## config.mk

```make
export PLATFORM = sky130hd
export DESIGN_NAME = alu_rsp_deserializer
export DESIGN_NICKNAME = d
export VERILOG_FILES = /design/src/rtl/alu_rsp_deserializer.sv
export SDC_FILE = /design/constraint.sdc
export NUM_CORES = 1
export LEC_CHECK = 0
export BUFFER_PORTS_ARGS = -buffer_cell sky130_fd_sc_hd__buf_4
export CAP_MARGIN = 20
export CORE_UTILIZATION = 55
export DETAILED_ROUTE_END_ITERATION = 10
export GPL_TIMING_DRIVEN = 0
export PLACE_DENSITY = 0.77
export SLEW_MARGIN = 5
export SYNTH_ARGS = -nofsm -noshare
export SYNTH_HDL_FRONTEND = slang
export SYNTH_SLANG_ARGS = --single-unit
```

## constraint.sdc

```tcl
create_clock -name clk -period 4.9 [get_ports clk]
set_input_delay 0.98 -clock clk [delete_from_list [all_inputs] [get_ports clk]]
set_output_delay 0.98 -clock clk [all_outputs]
set_load 0.03 [all_outputs]
```

## src/rtl/alu_rsp_deserializer.sv

```systemverilog
// Deserializer for the ALU serial response line: gathers 11-bit packets into a
// normal response (4 data + 1 CTL) or a single-packet error response.
module alu_rsp_deserializer #(
    parameter int TIMEOUT = 255
) (
    input  logic        clk,
    input  logic        rst,
    input  logic        sout,
    output logic        rsp_valid,
    output logic [31:0] rsp_C,
    output logic [3:0]  rsp_flags,
    output logic [2:0]  rsp_crc,
    output logic        crc_ok,
    output logic        rsp_err,
    output logic [5:0]  rsp_err_flags,
    output logic        parity_ok,
    output logic        frame_err
);

    localparam int GW = $clog2(TIMEOUT + 2);

    typedef enum logic [1:0] {
        IDLE  = 2'd0,
        SHIFT = 2'd1,
        GAP   = 2'd2,
        DONE  = 2'd3
    } state_t;

    state_t          state_r;
    logic [3:0]      bit_cnt_r;
    logic [2:0]      pkt_idx_r;
    logic [GW-1:0]   gap_cnt_r;
    logic            line_hi_r;
    logic            type_r;
    logic [7:0]      pay_r;
    logic [31:0]     word_r;

    // CRC-3, x^3+x+1, zero init, message shifted in MSB first
    function automatic logic [2:0] crc3_f(input logic [36:0] d);
        logic [2:0] c;
        logic       fb;
        c = 3'b000;
        for (int i = 36; i >= 0; i--) begin
            fb = c[2] ^ d[i];
            c  = {c[1:0], 1'b0} ^ (fb ? 3'b011 : 3'b000);
        end
        return c;
    endfunction

    // Even parity over the whole error payload
    function automatic logic parity_even_f(input logic [7:0] p);
        return ~(^p);
    endfunction

    // Receiver FSM with registered response/error outputs
    always_ff @(posedge clk or posedge rst) begin
        if (rst) begin
            state_r       <= IDLE;
            bit_cnt_r     <= 4'd0;
            pkt_idx_r     <= 3'd0;
            gap_cnt_r     <= '0;
            line_hi_r     <= 1'b0;
            type_r        <= 1'b0;
            pay_r         <= 8'd0;
            word_r        <= 32'd0;
            rsp_valid     <= 1'b0;
            rsp_C         <= 32'd0;
            rsp_flags     <= 4'd0;
            rsp_crc       <= 3'd0;
            crc_ok        <= 1'b0;
            rsp_err       <= 1'b0;
            rsp_err_flags <= 6'd0;
            parity_ok     <= 1'b0;
            frame_err     <= 1'b0;
        end else begin
            rsp_valid <= 1'b0;
            frame_err <= 1'b0;
            line_hi_r <= sout;
            case (state_r)
                IDLE, DONE: begin
                    // line_hi_r gates out a line still low after reset or a bad stop bit
                    if (line_hi_r && !sout) begin
                        state_r   <= SHIFT;
                        bit_cnt_r <= 4'd1;
                        pkt_idx_r <= 3'd0;
                    end else begin
                        state_r <= IDLE;
                    end
                end
                SHIFT: begin
                    bit_cnt_r <= bit_cnt_r + 4'd1;
                    if (bit_cnt_r == 4'd1) begin
                        type_r <= sout;
                    end else if (bit_cnt_r <= 4'd9) begin
                        pay_r <= {pay_r[6:0], sout};
                    end else begin
                        bit_cnt_r <= 4'd0;
                        gap_cnt_r <= '0;
                        if (!sout) begin
                            frame_err <= 1'b1;
                            state_r   <= IDLE;
                        end else if (pkt_idx_r == 3'd0 && type_r) begin
                            if (pay_r[7]) begin
                                rsp_valid     <= 1'b1;
                                rsp_C         <= 32'd0;
                                rsp_flags     <= 4'd0;
                                rsp_crc       <= 3'd0;
                                crc_ok        <= 1'b0;
                                rsp_err       <= 1'b1;
                                rsp_err_flags <= pay_r[6:1];
                                parity_ok     <= parity_even_f(pay_r);
                                state_r       <= DONE;
                            end else begin
                                frame_err <= 1'b1;
                                state_r   <= IDLE;
                            end
                        end else if (pkt_idx_r == 3'd4) begin
                            if (type_r) begin
                                rsp_valid     <= 1'b1;
                                rsp_C         <= word_r;
                                rsp_flags     <= pay_r[6:3];
                                rsp_crc       <= pay_r[2:0];
                                crc_ok        <= (crc3_f({word_r, 1'b0, pay_r[6:3]}) == pay_r[2:0]);
                                rsp_err       <= 1'b0;
                                rsp_err_flags <= 6'd0;
                                parity_ok     <= 1'b0;
                                state_r       <= DONE;
                            end else begin
                                frame_err <= 1'b1;
                                state_r   <= IDLE;
                            end
                        end else if (type_r) begin
                            frame_err <= 1'b1;
                            state_r   <= IDLE;
                        end else begin
                            word_r    <= {word_r[23:0], pay_r};
                            pkt_idx_r <= pkt_idx_r + 3'd1;
                            state_r   <= GAP;
                        end
                    end
                end
                GAP: begin
                    if (!sout) begin
                        state_r   <= SHIFT;
                        bit_cnt_r <= 4'd1;
                        gap_cnt_r <= '0;
                    end else if (gap_cnt_r >= GW'(TIMEOUT)) begin
                        frame_err <= 1'b1;
                        state_r   <= IDLE;
                    end else if (gap_cnt_r != {GW{1'b1}}) begin
                        gap_cnt_r <= gap_cnt_r + {{(GW-1){1'b0}}, 1'b1};
                    end
                end
                default: state_r <= IDLE;
            endcase
        end
    end

endmodule

```

# Yosys cells after proc, flatten, opt, wreduce, memory -nomap -nowiden
# Index checks and enable logic that the tools add are counted.
dict set report totals {
  ff_bits 110
  in_bits 3
  output_inout_bits 50
}
dict set report classes {
  add_sub_neg 3
  order_cmp 2
  eq_ne 19
  muxes 112
  n_bitwise 77
  reduce_logical 19
}
# cell n
set ops {}
lappend ops {{two-way mux 32 bit} 4}
lappend ops {{XOR 3 x 2 -> 3 bit} 36}
lappend ops {{two-way mux 2 bit} 47}
lappend ops {{two-way mux 9 bit} 5}
lappend ops {{XOR 1 bit} 34}
lappend ops {{two-way mux 3 bit} 11}
lappend ops {{two-way mux 4 bit} 8}
lappend ops {{two-way mux 1 bit} 28}
lappend ops {{two-way mux 6 bit} 4}
lappend ops {{inequality test 2 bit, second input constant} 9}
lappend ops {{one-hot mux 9 bit (2 select lines)} 1}
lappend ops {{AND reduction 7 bit} 2}
lappend ops {{one-hot mux 4 bit (3 select lines)} 1}
lappend ops {{adder 9 x 1 -> 9 bit, second input constant} 1}
lappend ops {{>= comparator 9 x 8 -> 1 bit, second input constant} 1}
lappend ops {{inequality test 3 bit, second input constant} 3}
lappend ops {{inequality test 9 bit, second input constant} 1}
lappend ops {{AND reduction 8 bit} 1}
lappend ops {{nonzero test 2 bit} 4}
lappend ops {{parity 8 bit} 1}
lappend ops {{inverter 1 bit} 6}
lappend ops {{one-hot mux 2 bit (3 select lines)} 1}
lappend ops {{one-hot mux 3 bit (2 select lines)} 1}
lappend ops {{AND reduction 3 bit} 2}
lappend ops {{17 further kinds} 20}

# Logic depth before layout (Yosys ltp)
# Gate-level depths: netlist of the first run.
dict set report depth {
  depth_word 111
  depth_mapped 10
  mapped_depth_nobuf 9
}

# Worst setup path after synthesis of the first run
# Ideal clock, no wire load.
dict set report synth_timing {
  path_type {input port to flip-flop}
  from {input port sout}
  to {register rsp_crc[0]}
  setup_time_ns 0.066
  arrival_time_ns 2.461
  t_required_ns 4.834
  setup_slack_ns 2.373
  stages 6
  path_cell_list {clkbuf_1 > nand3_1 > nor3_1 > clkbuf_1 > nand3_1 > nand2_1}
}
dict set report synth_between {
  elab_chain_cells 1
}
# item line
set synth_lines {}
lappend synth_lines {{start: declaration} 8} ;# input logic sout,
lappend synth_lines {{AND reduction 7 bit (no source line)} n/a}
lappend synth_lines {{end signal: assignment} 122} ;# rsp_crc <= pay_r[2:0];
lappend synth_lines {{end: declaration} 12} ;# output logic [2:0] rsp_crc,
# Every way passes these cells.
# A chain may end at the register's enable or synchronous reset.

# Final worst setup path of the first run
dict set report layout_timing {
  from {input port sout}
  to {register word_r[9]}
}
dict set report layout_between {
  elab_chain_cells 1
}
# item line
set layout_lines {}
lappend layout_lines {{AND reduction 7 bit (no source line)} n/a}
lappend layout_lines {{end signal: assignment} 136} ;# word_r <= {word_r[23:0], pay_r};
lappend layout_lines {{end: declaration} 36} ;# logic [31:0] word_r;
# Every way passes these cells.

==> results.txt, run 1 <==
outcome - finished, violations left
failing checks - DRC
# placed instances - 656
die width - 99.1 um
WP buf/inv - 3
pin slew with the least headroom to its limit - 0.916 ns
initial antenna violation count - 0
switch share - 33.6%
commonest non-fill, non-tap cell in the layout - dfrtp_1
post-route insts no fill - 672
total gr overflow - 0
crit path capture type - flip-flop
antenna diode count - 0
Worst-path clk slew - 0.11 ns
CP peak stage delay - 0.80 ns
Fin Clk Skew - 0.0176 ns
cells along the critical path - buf_4 -> clkbuf_1 -> nand3_1 -> nor3_1 -> buf_2 -> mux2_2
Post-CTS Setup Repair Bufs - 0
Hold Slack - 0.477 ns
power after layout - 2.03 mW
power share of the clock group - 25.3%
FP Rows - 35
Syn Area/Cell - 10.6 um^2
NumNets Final - 570
share of cells above drive strength 1 - 21.2%
logic gate share of total power - 26.0%
Setup WS post-layout - 1.99 ns
TritonCTS clock tree - done
total iterations of the first detailed-routing run - 7
max-cap violations - 0
number of synthesized flops with an enable pin - 0
PostCTS Resize Cnt - 0
RSZ-0062 raised after global routing - false
H-tree levels - 3
routability cong. - 0.780
clk root buf - clkbuf_8
yosys warns - 0
period utilisation layout - 59.4%
synthesized area - 0.00518 mm^2
via count - 3619
Initial Util - 56.3%
commonest cells after routing, fill and taps aside - 110 x dfrtp_1, 109 x nand2_1, 53 x buf_4
required time of the worst setup path - 5.16 ns
CP Max Fanout - 10
net switching power - 685 uW
family with the most delay on the worst path - simple AND/OR/NAND/NOR gates
ys flop type - dfrtp_1
Internal - 1.35 mW
area leader, netlist - dfrtp_1
unique cell type count in the Yosys netlist - 45
Final ANT Viol Nets - 0
Die ar. - 0.00981 mm^2
core area - 0.00920 mm^2
clk_lat worst skew - 0.38 ns
clock sink count - 110
LEAKAGE - 3.04 nW
TritonCTS Buffers - 9
initial detailed-routing violation count - 167
post-detail-place hpwl - 7390 um
largest net degree at the start of global routing - 62
WL/cell - 15.3 um
top post-synthesis cells by area - dfrtp_1 53%, mux2_2 8.7%, nand2_1 7.9%, xnor2_1 6.8%, nand3_1 4.7%
crit start category - input pin
fmax - 344 MHz
hold buffers post-CTS - 0
vias per cell - 5.39
WP data arrival - 3.17 ns
Seq cells post-synth - 110
final setup violation count - 0
relative slew slack - 38.5%
min Tclk post-route - 2.91 ns
share of synthesized registers carrying an async set or reset - 100%
Power Dens Cells - 343 mW/mm^2
WS Path Type - input pin to flip-flop
clock tree buffer depth - 2
final WL - 10300 um
Seq pwr share - 48.6%
vias in the first global route - 3650
Residual DRC - 2
number of hold violations in the final report - 0
max-slew violation count - 0
IO Port Bufs - 52
sequential area share after synthesis - 53.1%
Worst path slowest cell - nor3_1
first-pass GRT wire length - 17900 um
Syn Inst Count - 491
maximum VDD drop - 0.180 mV
IO Count - 53
Vert. Die Dim - 99.1 um
P&R area growth vs syn - 14.4%
Syn Nets - 505
Place WS - 1.69 ns
Total Routing Usage GR - 23.4%
Synth top area share - 53.1%
worst hold path type - flip-flop to flip-flop
## final cells by class
class                   count  area (um^2)
fillers                   764         3270
flip-flops and latches    110         2750
multi-input cells         344         2280
repair buffers             54          425
well taps                 111          139
clock buffers              10          128
plain buffers              26          103
clock inverters             6         52.6
inverters                  11         43.8
## registers in the layout, summed over array words and instances, names as in the netlist
name / flops
frame_err: 1
type_r: 1
gap_cnt_r: 9
rsp_err: 1
parity_ok: 1
rsp_flags: 4
word_r: 32
pkt_idx_r: 3
rsp_err_flags: 6
line_hi_r: 1
rsp_C: 32
bit_cnt_r: 4
rsp_valid: 1
rsp_crc: 3
crc_ok: 1
state_r: 2
pay_r: 8
## Yosys cell counts, types with 2 or more instances
cell and instances:
o22ai_1 2, buf_2 4, mux2_1 2, nand2b_1 4
ha_1 11, o21ai_1 2, clkbuf_1 22, mux2_2 40
and4_1 2, nand3_1 49, a22o_1 2, and3_1 3
nand3b_1 2, nor3_1 5, o21ai_0 9, nor3b_1 2
nand2_1 109, nand4_1 3, nor2_1 15, xor2_1 13
a21oi_1 3, inv_1 11, and2_1 2, o21a_1 3
or2_2 2, xnor2_1 40, mux2i_1 2, dfrtp_1 110
## worst min-delay path, stage by stage (launching register included)
cell and delay (ns):
dfrtp_1 0.35, nand2_1 0.05, nand2_1 0.05
## metal layers
layer  global-route usage [%]  routed length, um
met4                     6.11                119
met2                     36.6               4700
met1                     33.1               5150
met3                     5.74                320
met5                        0                  0
## logic make-up (layout without fill, tap and decap cells)
| group | after synthesis | in the layout | synth area share (%) |
|---|---|---|---|
| compound gates | 31 | 31 | 3.98 |
| xor+xnor | 57 | 57 | 10.7 |
| fa+ha+maj | 11 | 11 | 2.66 |
| buf+inv | 37 | 107 | 2.78 |
| flops | 110 | 110 | 53.1 |
| mux | 44 | 44 | 9.51 |
| simple gates | 201 | 201 | 17.2 |
## path summary, 6_finish.rpt
| check | from | end | slack (ns) | cells past startpoint |
|---|---|---|---|---|
| worst max-delay path | sout | word_r[9] | 1.99 | 6 |
| worst min-delay path | rsp_C[12] | rsp_C[12] | 0.48 | 2 |
| worst max register to register | bit_cnt_r[0] | word_r[9] | 2.02 | 8 |
| worst min register to register | rsp_C[12] | rsp_C[12] | 0.48 | 2 |
| max in group asynchronous | rst | rsp_C[6] | 3.51 | 3 |
| min in group asynchronous | rst | word_r[19] | 0.69 | 2 |
## through the flow
step / cell area [um^2] / setup TNS, ns / util (%)
3_3_place_gp: 5710 / -6.99 / 62.1
4_1_cts: 5930 / 0 / 64.5
3_5_place_dp: 5750 / 0 / 62.5
6_report: 5930 / 0 / 64.5
2_1_floorplan: 5180 / 0 / -
5_1_grt: 5930 / 0 / 64.5
## power by group through the flow
stage | logic, mW | registers (mW) | clock network, mW
final | 0.530 | 0.990 | 0.515
after global routing | 0.586 | 0.997 | 0.561
after CTS | 0.527 | 0.989 | 0.526
after detailed placement | 0.521 | 1.01 | 0
after global placement | 0.495 | 1.00 | 0
after floorplan | 0.422 | 0.994 | 0
(Power assumes the default switching activity.)
==> inputs of run 2 (changes only) <==
CORE_UTILIZATION = 53   (was 55)
PLACE_DENSITY = 0.78   (was 0.77)
clock period = 2.6 ns   (was 4.9 ns; I/O delays follow)
==> results.txt, run 2 (synthesis gave the netlist of run 1 again) <==
outcome - complete, no violations
fmax - 410 MHz
total iterations of the first detailed-routing run - 4 (-3)
period utilisation layout - 93.8%
Worst path slowest cell - nor2_1
clk root buf - clkbuf_8
commonest cells after routing, fill and taps aside - 110 x dfrtp_1, 109 x nand2_1, 53 x buf_4
biggest regs - rsp_C (32), word_r (32), gap_cnt_r (9)
routability cong. - 0.809 (+3.6%)
initial antenna violation count - 0 (unchanged)
CP Max Fanout - 8 (-2)
largest net degree at the start of global routing - 42 (-32%)
via count - 3664 (+1.2%)
clk_lat worst skew - 0.37 ns (about the same)
post-detail-place hpwl - 7610 um (+3.0%)
Worst-path clk slew - 0.10 ns (about the same)
Initial Util - 55.3% (-1.1 points)
Post-DP Area - 0.00578 mm^2 (+0.63%)
share of cells above drive strength 1 - 22.6% (+1.4 points)
H-tree levels - 3 (unchanged)
Place WS - -0.191 ns (-1.89 ns)
metal2 WL - 4920 um (+4.7%)
min Tclk post-route - 2.44 ns
final setup violation count - 0 (unchanged)
Residual DRC - 0 (-2)
max-cap violations - 0 (unchanged)
Hold Slack - 0.264 ns (-0.213 ns)
WL/cell - 15.2 um (-0.75%)
crit start category - flip-flop
Vert. Die Dim - 101 um (+1.8%)
FF/Latch Area - 0.00275 mm^2 (unchanged)
WS Path Type - flip-flop to flip-flop
P&R area growth vs syn - 16.4%
post-route design area - 0.00603 mm^2 (+1.7%)
Fin Clk Skew - 0.0124 ns (-0.00520 ns)
vias in the first global route - 3527 (-3.4%)
commonest non-fill, non-tap cell in the layout - dfrtp_1
crit path capture type - flip-flop
core area - 0.00937 mm^2 (+1.9%)
maximum VDD drop - 0.324 mV (+80%)
Die ar. - 0.0102 mm^2 (+3.7%)
Metal-1 WL - 5090 um (-1.0%)
CP peak stage delay - 0.58 ns (-0.22 ns)
required time of the worst setup path - 2.86 ns (-2.30 ns)
first-pass GRT wire length - 17400 um (-2.8%)
setup TNS - 0 ns (unchanged)
Final ANT Viol Nets - 0 (unchanged)
met3 WL - 382 um (+19%)
vias per cell - 5.31 (-1.4%)
final WL - 10500 um (+1.9%)
worst hold path type - input pin to flip-flop
initial detailed-routing violation count - 151 (-9.6%)
power after layout - 3.96 mW (+95%)
clock sink count - 110 (unchanged)
FP Rows - 35 (unchanged)
Post-CTS Setup Repair Bufs - 0 (unchanged)
WP data arrival - 2.70 ns (-0.47 ns)
pin slew with the least headroom to its limit - 0.864 ns (-0.0523 ns)
total gr overflow - 0 (unchanged)
IO Count - 53 (unchanged)
hold buffers post-CTS - 0 (unchanged)
Total Routing Usage GR - 22.4% (-1.1 points)
TritonCTS clock tree - done
max-slew violation count - 0 (unchanged)
RSZ-0062 raised after global routing - false
reg-to-reg slack, setup - 0.16 ns (-1.86 ns)
clock tree buffer depth - 2 (unchanged)
area occupied by multi-input gates - 0.00232 mm^2 (+1.6%)
IO Port Bufs - 52 (unchanged)
Setup WS post-layout - 0.161 ns (-1.83 ns)
Top cell by count, worst path - nor2_1
cells along the critical path - inv_1 -> ha_1 -> nor2_1 -> o21a_2 -> nand2b_1 -> clkbuf_1 -> nor2_1 -> mux2_2
number of hold violations in the final report - 0 (unchanged)
NumNets Final - 570 (unchanged)
DR top layer - met4
die width - 101 um (+1.8%)
antenna diode count - 0 (unchanged)
fillcell total - 746 (-2.4%)
LEAKAGE - 3.09 nW (+1.6%)
Power Dens Cells - 657 mW/mm^2 (+91%)
relative slew slack - 42.3% (+3.8 points)
TritonCTS Buffers - 9 (unchanged)
==> run 2: changes by cell type in the layout (fill, tap and decap cells not counted), moves of 2 or more <==
cell / change
clkbuf_1: -3
buf_12: +2
nor3_1: -2
nor3_4: +2
==> run 2: through the flow <==
stage	std cells	utilization, %
after floorplan	491	-
after global placement	672	61.2
after detailed placement	675	61.7
after CTS	691	64.1
after global routing	690	64.4
final	690	64.4
==> run 2: path summary, 6_finish.rpt <==
| path | start | end | depth (start not counted) |
|---|---|---|---|
| max | bit_cnt_r[1] | pay_r[1] | 8 |
| max in group asynchronous | rst | rsp_C[25] | 3 |
| min in group asynchronous | rst | gap_cnt_r[6] | 2 |
| min reg2reg | rsp_C[27] | rsp_C[27] | 2 |
| max reg2reg | bit_cnt_r[1] | pay_r[1] | 8 |
| min | sout | line_hi_r | 1 |
==> run 2: layout make-up <==
cell class,count,area share [%]
flip-flops and latches,110,45.6
repair buffers,55,7.26
inverters,11,0.747
well taps,129,2.68
plain buffers,25,1.66
clock inverters,6,1.24
multi-input cells,344,38.5
clock buffers,10,2.28
==> run 2: timing repair <==
item,4_1_cts,5_1_grt
resized for setup,3,7
setup endpoints to repair,41,80
endpoints found under the hold margin,0,0
gates cloned,0,0
==> run 2: worst max-delay path, delay by kind of cell (launching register included) <==
kind / cells / cell delay, ns
mux: 1 / 0.41
compound gates: 1 / 0.24
simple gates: 3 / 0.78
buf+inv: 2 / 0.33
fa+ha+maj: 1 / 0.17
flops: 1 / 0.41
==> run 2: metal layers <==
metal  track usage, %  vias to the layer above
li1                 -                     1768
met1             32.2                     1808
met2             35.6                       83
met3             3.74                        5
met4             5.69                        0
met5                0                        -
==> run 2: power breakdown <==
group          internal (mW)  switching, mW  leakage (nW)
registers               1.79         0.0776          1.52
logic                  0.394          0.614          1.46
clock network          0.489          0.596         0.106
total                   2.67           1.29          3.09
